`config.mk`:
```
export PLATFORM = sky130hd
export DESIGN_NAME = sysid_probe_master
export DESIGN_NICKNAME = d
export VERILOG_FILES = /design/src/rtl/sysid_probe_master.sv
export SDC_FILE = /design/constraint.sdc
export NUM_CORES = 1
export LEC_CHECK = 0
export CAP_MARGIN = 10
export CORE_MARGIN = 2
export CORE_UTILIZATION = 49
export DETAILED_ROUTE_END_ITERATION = 8
export PLACE_DENSITY = 0.79
export SLEW_MARGIN = 10
export SYNTH_ARGS = -nofsm -noshare
export SYNTH_HDL_FRONTEND = slang
export SYNTH_SLANG_ARGS = --single-unit
```
`constraint.sdc`:
```
create_clock -name clock -period 2.52 [get_ports clock]
set_input_delay 0.504 -clock clock [delete_from_list [all_inputs] [get_ports clock]]
set_output_delay 0.504 -clock clock [all_outputs]
set_load 0.005 [all_outputs]
```
`src/rtl/sysid_probe_master.sv`:
```
// Avalon-MM read master that fetches the system-ID word and the build-timestamp
// word, compares both against expected values and reports done/match/timeout.
module sysid_probe_master #(
  parameter logic [31:0] EXPECTED_ID        = 32'd0,
  parameter logic [31:0] EXPECTED_TIMESTAMP = 32'd1618201335,
  parameter int unsigned TIMEOUT_CYCLES     = 32'd255,
  parameter int unsigned MAX_RETRIES        = 32'd3,
  parameter bit          AUTO_START         = 1'b1
) (
  input  logic        clock,
  input  logic        reset_n,
  input  logic        start,
  output logic        avm_address,
  output logic        avm_read,
  input  logic        avm_waitrequest,
  input  logic        avm_readdatavalid,
  input  logic [31:0] avm_readdata,
  output logic [31:0] id_value,
  output logic [31:0] ts_value,
  output logic        busy,
  output logic        done,
  output logic        match,
  output logic        timeout_err
);

  typedef enum logic [2:0] {
    IDLE    = 3'd0,
    ID_REQ  = 3'd1,
    ID_WAIT = 3'd2,
    TS_REQ  = 3'd3,
    TS_WAIT = 3'd4,
    DRAIN   = 3'd5,
    DONE    = 3'd6
  } state_t;

  localparam logic [16:0] TMO_LIM_C   = 17'(TIMEOUT_CYCLES);
  localparam logic [3:0]  RETRY_LIM_C = 4'(MAX_RETRIES);

  state_t      state_r, state_s;
  logic        first_r;
  logic [15:0] tmo_r, tmo_s;
  logic [3:0]  retry_r, retry_s;
  logic [31:0] id_r, id_s, ts_r, ts_s;
  logic        done_r, done_s, match_r, match_s, terr_r, terr_s;
  logic        read_r, read_s, addr_r, addr_s, busy_r, busy_s;
  logic [16:0] tmo_inc_s;
  logic        tmo_hit_s, accept_s;

  // Next-state, counter and status computation
  always_comb begin
    state_s   = state_r;
    tmo_s     = tmo_r;
    retry_s   = retry_r;
    id_s      = id_r;
    ts_s      = ts_r;
    done_s    = done_r;
    match_s   = match_r;
    terr_s    = terr_r;
    tmo_inc_s = {1'b0, tmo_r} + 17'd1;
    tmo_hit_s = (tmo_inc_s >= TMO_LIM_C);
    accept_s  = read_r & ~avm_waitrequest;
    case (state_r)
      IDLE: begin
        if (start || (AUTO_START && first_r)) begin
          state_s = ID_REQ;
          tmo_s   = 16'd0;
          retry_s = 4'd0;
        end else begin
          state_s = IDLE;
        end
      end
      ID_REQ, ID_WAIT: begin
        // data on the acceptance edge counts as captured
        if (avm_readdatavalid && ((state_r == ID_WAIT) || accept_s)) begin
          id_s    = avm_readdata;
          state_s = TS_REQ;
          tmo_s   = 16'd0;
        end else if (tmo_hit_s) begin
          state_s = DRAIN;
          tmo_s   = 16'd0;
        end else if ((state_r == ID_REQ) && accept_s) begin
          state_s = ID_WAIT;
          tmo_s   = tmo_inc_s[15:0];
        end else begin
          tmo_s   = tmo_inc_s[15:0];
        end
      end
      TS_REQ, TS_WAIT: begin
        if (avm_readdatavalid && ((state_r == TS_WAIT) || accept_s)) begin
          ts_s    = avm_readdata;
          state_s = DONE;
          done_s  = 1'b1;
          terr_s  = 1'b0;
          match_s = (id_r == EXPECTED_ID) && (avm_readdata == EXPECTED_TIMESTAMP);
        end else if (tmo_hit_s) begin
          state_s = DRAIN;
          tmo_s   = 16'd0;
        end else if ((state_r == TS_REQ) && accept_s) begin
          state_s = TS_WAIT;
          tmo_s   = tmo_inc_s[15:0];
        end else begin
          tmo_s   = tmo_inc_s[15:0];
        end
      end
      DRAIN: begin
        // late responses from the abandoned read are dropped here
        if (tmo_hit_s) begin
          tmo_s = 16'd0;
          if ((retry_r < RETRY_LIM_C) && (retry_r != 4'hF)) begin
            retry_s = retry_r + 4'd1;
            state_s = ID_REQ;
          end else begin
            state_s = DONE;
            done_s  = 1'b1;
            terr_s  = 1'b1;
            match_s = 1'b0;
          end
        end else begin
          tmo_s = tmo_inc_s[15:0];
        end
      end
      DONE: begin
        if (start) begin
          state_s = ID_REQ;
          done_s  = 1'b0;
          match_s = 1'b0;
          terr_s  = 1'b0;
          retry_s = 4'd0;
          tmo_s   = 16'd0;
        end else begin
          state_s = DONE;
        end
      end
      default: begin
        state_s = IDLE;
      end
    endcase
  end

  // Bus command and busy flag follow the state being entered so they register cleanly
  always_comb begin
    read_s = (state_s == ID_REQ) || (state_s == TS_REQ);
    addr_s = (state_s == TS_REQ) || (state_s == TS_WAIT);
    busy_s = (state_s != IDLE) && (state_s != DONE);
  end

  // State and output registers
  always_ff @(posedge clock or negedge reset_n) begin
    if (!reset_n) begin
      state_r <= IDLE;
      first_r <= 1'b1;
      tmo_r   <= 16'd0;
      retry_r <= 4'd0;
      id_r    <= 32'd0;
      ts_r    <= 32'd0;
      done_r  <= 1'b0;
      match_r <= 1'b0;
      terr_r  <= 1'b0;
      read_r  <= 1'b0;
      addr_r  <= 1'b0;
      busy_r  <= 1'b0;
    end else begin
      state_r <= state_s;
      first_r <= 1'b0;
      tmo_r   <= tmo_s;
      retry_r <= retry_s;
      id_r    <= id_s;
      ts_r    <= ts_s;
      done_r  <= done_s;
      match_r <= match_s;
      terr_r  <= terr_s;
      read_r  <= read_s;
      addr_r  <= addr_s;
      busy_r  <= busy_s;
    end
  end

  assign avm_read    = read_r;
  assign avm_address = addr_r;
  assign id_value    = id_r;
  assign ts_value    = ts_r;
  assign busy        = busy_r;
  assign done        = done_r;
  assign match       = match_r;
  assign timeout_err = terr_r;

endmodule

```
==> qor.yml <==
yosys_warnings: 0
post_cts_buffers: 0
area_growth_syn_to_layout_pct: 36.06
nNetsFinal: 519
synthCells: 355
fin_cells: 592
slew_headroom_pct: 31.70
synth-edff-count: 0
wl_met3_um: 925
port_buffers: 106
ys_top_cells_by_area: "dfrtp_1 (54%), mux2_2 (17%), nand2_1 (1.6%), and3_1 (1.6%), nor2_1 (1.3%)"
ios: 107
cts.sinks: 94
slowest_stage: "dfrtp_1"
grt_pass1_vias: 3415
critical_path.cell_chain: "ha_1, nand3_1, or2_1, and3_1, o32ai_4, nor2_4, o221ai_2, o2111a_1, a21o_1"
irDropWorstVdd_mv: 0.6537
drt_wl_total_um: 10580
viasPerCell: 5.693
fp.dieH_um: 97.97
n_fill_cell: 638
syn_nets: 395
antenna_found_initial: 0
hp-class: "primary input to asynchronous set/reset pin"
cts_tree: "yes"
period_needed_ns: 2.394
cp-end-kind: "register"
ctsResizeCount: 0
fin_area_mm2: 0.005887
place.gp.congestion: 0.9204
ant_nets: 0
power.density_mw_per_mm2: 1137
worstSkewPairLatency_ns: 0.36
crit_path_max_incr_delay_ns: 0.46
synth-seq-cells: 94
finalCritPeriodShare_pct: 94.99
gr-total-overflow: 0
drtPass1Iterations: 4
dieWidth_um: 97.97
synth_cell_types: 59
avgSynthCellArea_um2: 12.19
critical_path_required_ns: 2.82
placed_cell_area_mm2: 0.005658
register_area_mm2: 0.002354
htree_num_levels: 3
max_cap_violations: 0
dieArea_mm2: 0.009597
cp.arrival_ns: 2.69
clock-root-buffer: "clkbuf_8"
syn-cell-area_mm2: 0.004327
yosysTopAreaCell: "dfrtp_1"
synthDominantCellAreaShare_pct: 53.79
critPathLaunchType: "register"
drv_slew: 0
p_leak_nw: 2.519
hold_buffers: 0
grtUsageTotal_pct: 22.31
hold_slack_ns: 0.1015
grt_max_degree: 41
cts.clk_slew.worst_paths_ns: 0.10
ys.flop_type: "dfrtp_1"
core-area_mm2: 0.008636
wl_per_cell_um: 17.88
diodes: 0
vias: 3370
hold_viol: 0
drive_gt1_share_pct: 25.62
cts_buffers: 9
route.detailed.drc: 0
cp_max_fo: 5
synth_most_common_cell: "dfrtp_1"
setup_violations: 0
wl_met1_um: 4380
tightest_slew_ns: 1.021
clock_skew_ns: 0.01278
max_freq_ghz: 0.4177
ys_seq_area_share_pct: 54.40
multiInputGateArea_mm2: 0.001918
dr_wl_met2_um: 5121
drt_iter0_markers: 123
grt_pass1_wl_um: 17250
dp_hpwl_um: 7831
place_inst: 575
cts.path.max_buffers: 2
highest_layer: "met4"
async_flop_share_pct: 100.0
status: "complete, no violations"
rows: 34
synth_common_cells: "dfrtp_1 (93), mux2_2 (66), nand2_1 (19)"
start_util_pct: 50.10
path_class: "register to register"
finalSetupTns_ns: 0
-- routing by layer --
metal | vias to the layer above | track usage (%)
met4 | 0 | 7.051
met5 | - | 0
met1 | 1674 | 27.85
met3 | 15 | 7.588
li1 | 1563 | -
met2 | 118 | 36.83
-- report_power, final --
| part | total (W) | internal, W | switching [W] | leakage, nW |
|---|---|---|---|---|
| combinational | 0.00309 | 0.00191 | 0.00118 | 1.26 |
| clock | 0.00103 | 0.000471 | 0.000563 | 0.0940 |
| sequential | 0.00257 | 0.00211 | 0.000459 | 1.16 |
-- per-stage QoR --
stage / power [W] / worst slack (ns) / util, %
CTS: 0.006734 / 0.1041 / 67.89
global route: 0.007082 / -0.008817 / 68.17
finish: 0.006694 / 0.1261 / 68.17
detailed placement: 0.005677 / -0.07368 / 65.52
global placement: 0.005564 / -0.03174 / 65.52
floorplan: 0.003945 / 0.3186 / -
-- layout by cell type, fill, tap and decap left out, types with 2 or more instances in the layout --
master / n
or2_1: 2
and4b_1: 2
dfrtp_1: 93
clkdlybuf4s50_1: 105
buf_4: 18
clkinvlp_4: 3
nor4bb_1: 3
nor2b_1: 2
ha_1: 3
xor2_1: 2
nor4b_1: 2
o31ai_1: 7
o211ai_1: 3
nor4_1: 9
nand2_1: 19
o21ai_4: 2
nor2_1: 15
buf_12: 2
mux2_2: 66
clkbuf_8: 9
a31o_2: 6
nand4_1: 5
and2_1: 3
inv_1: 13
o21ai_1: 3
xnor2_1: 3
nor3_1: 6
o21ai_0: 10
a21oi_1: 10
or3_1: 2
nand3_1: 8
and3_1: 11
a31oi_1: 2
-- worst max-delay path: cells and delay by family (launching register included) --
family          cells  cell delay, ns
fa+ha+maj           1            0.20
flops               1            0.46
simple gates        4            0.81
compound gates      4            0.87
-- path summary, 6_finish.rpt --
kind	start	to	slack, ns	cells after the start
max	tmo_r[1]$_DFFE_PN0P_	avm_address$_DFF_PN0_	0.13	9
min	reset_n	retry_r[2]$_DFFE_PN0P_	0.10	1
max reg2reg	tmo_r[1]$_DFFE_PN0P_	avm_address$_DFF_PN0_	0.13	9
min reg2reg	retry_r[3]$_DFFE_PN0P_	retry_r[3]$_DFFE_PN0P_	0.50	1
max in group asynchronous	reset_n	tmo_r[8]$_DFFE_PN0P_	1.74	2
min in group clock	retry_r[3]$_DFFE_PN0P_	retry_r[3]$_DFFE_PN0P_	0.50	1
-- layout make-up --
cell class / instances / area share (%)
clock inverters: 7 / 1.382
repair buffers: 125 / 20.83
well taps: 108 / 2.295
inverters: 13 / 0.8289
clock buffers: 9 / 2.104
flip-flops and latches: 94 / 39.98
multi-input cells: 236 / 32.58
-- state kept, by name, indices dropped and copies added (netlist names) --
name and count:
first_r 1, avm_address 1, id_value 32, done 1
match 1, avm_read 1, tmo_r 16, state_r 3
busy 1, ts_value 32, retry_r 4, timeout_err 1
-- logic make-up (layout without fill, tap and decap cells) --
group                    count (synthesis)  in the layout  share of synthesized area, %
AND/OR/NAND/NOR                        103            104                         14.75
flip-flops                              94             94                         54.40
multiplexers                            67             67                         17.41
AO/OA/AOI/OAI                           56             56                         9.139
buffers and inverters                   26            154                         2.342
XOR/XNOR                                 5              5                         1.012
adder cells (fa/ha/maj)                  3              3                        0.8676
other                                    1              1                       0.08667
Note: power is estimated with default switching activity, not from simulation.
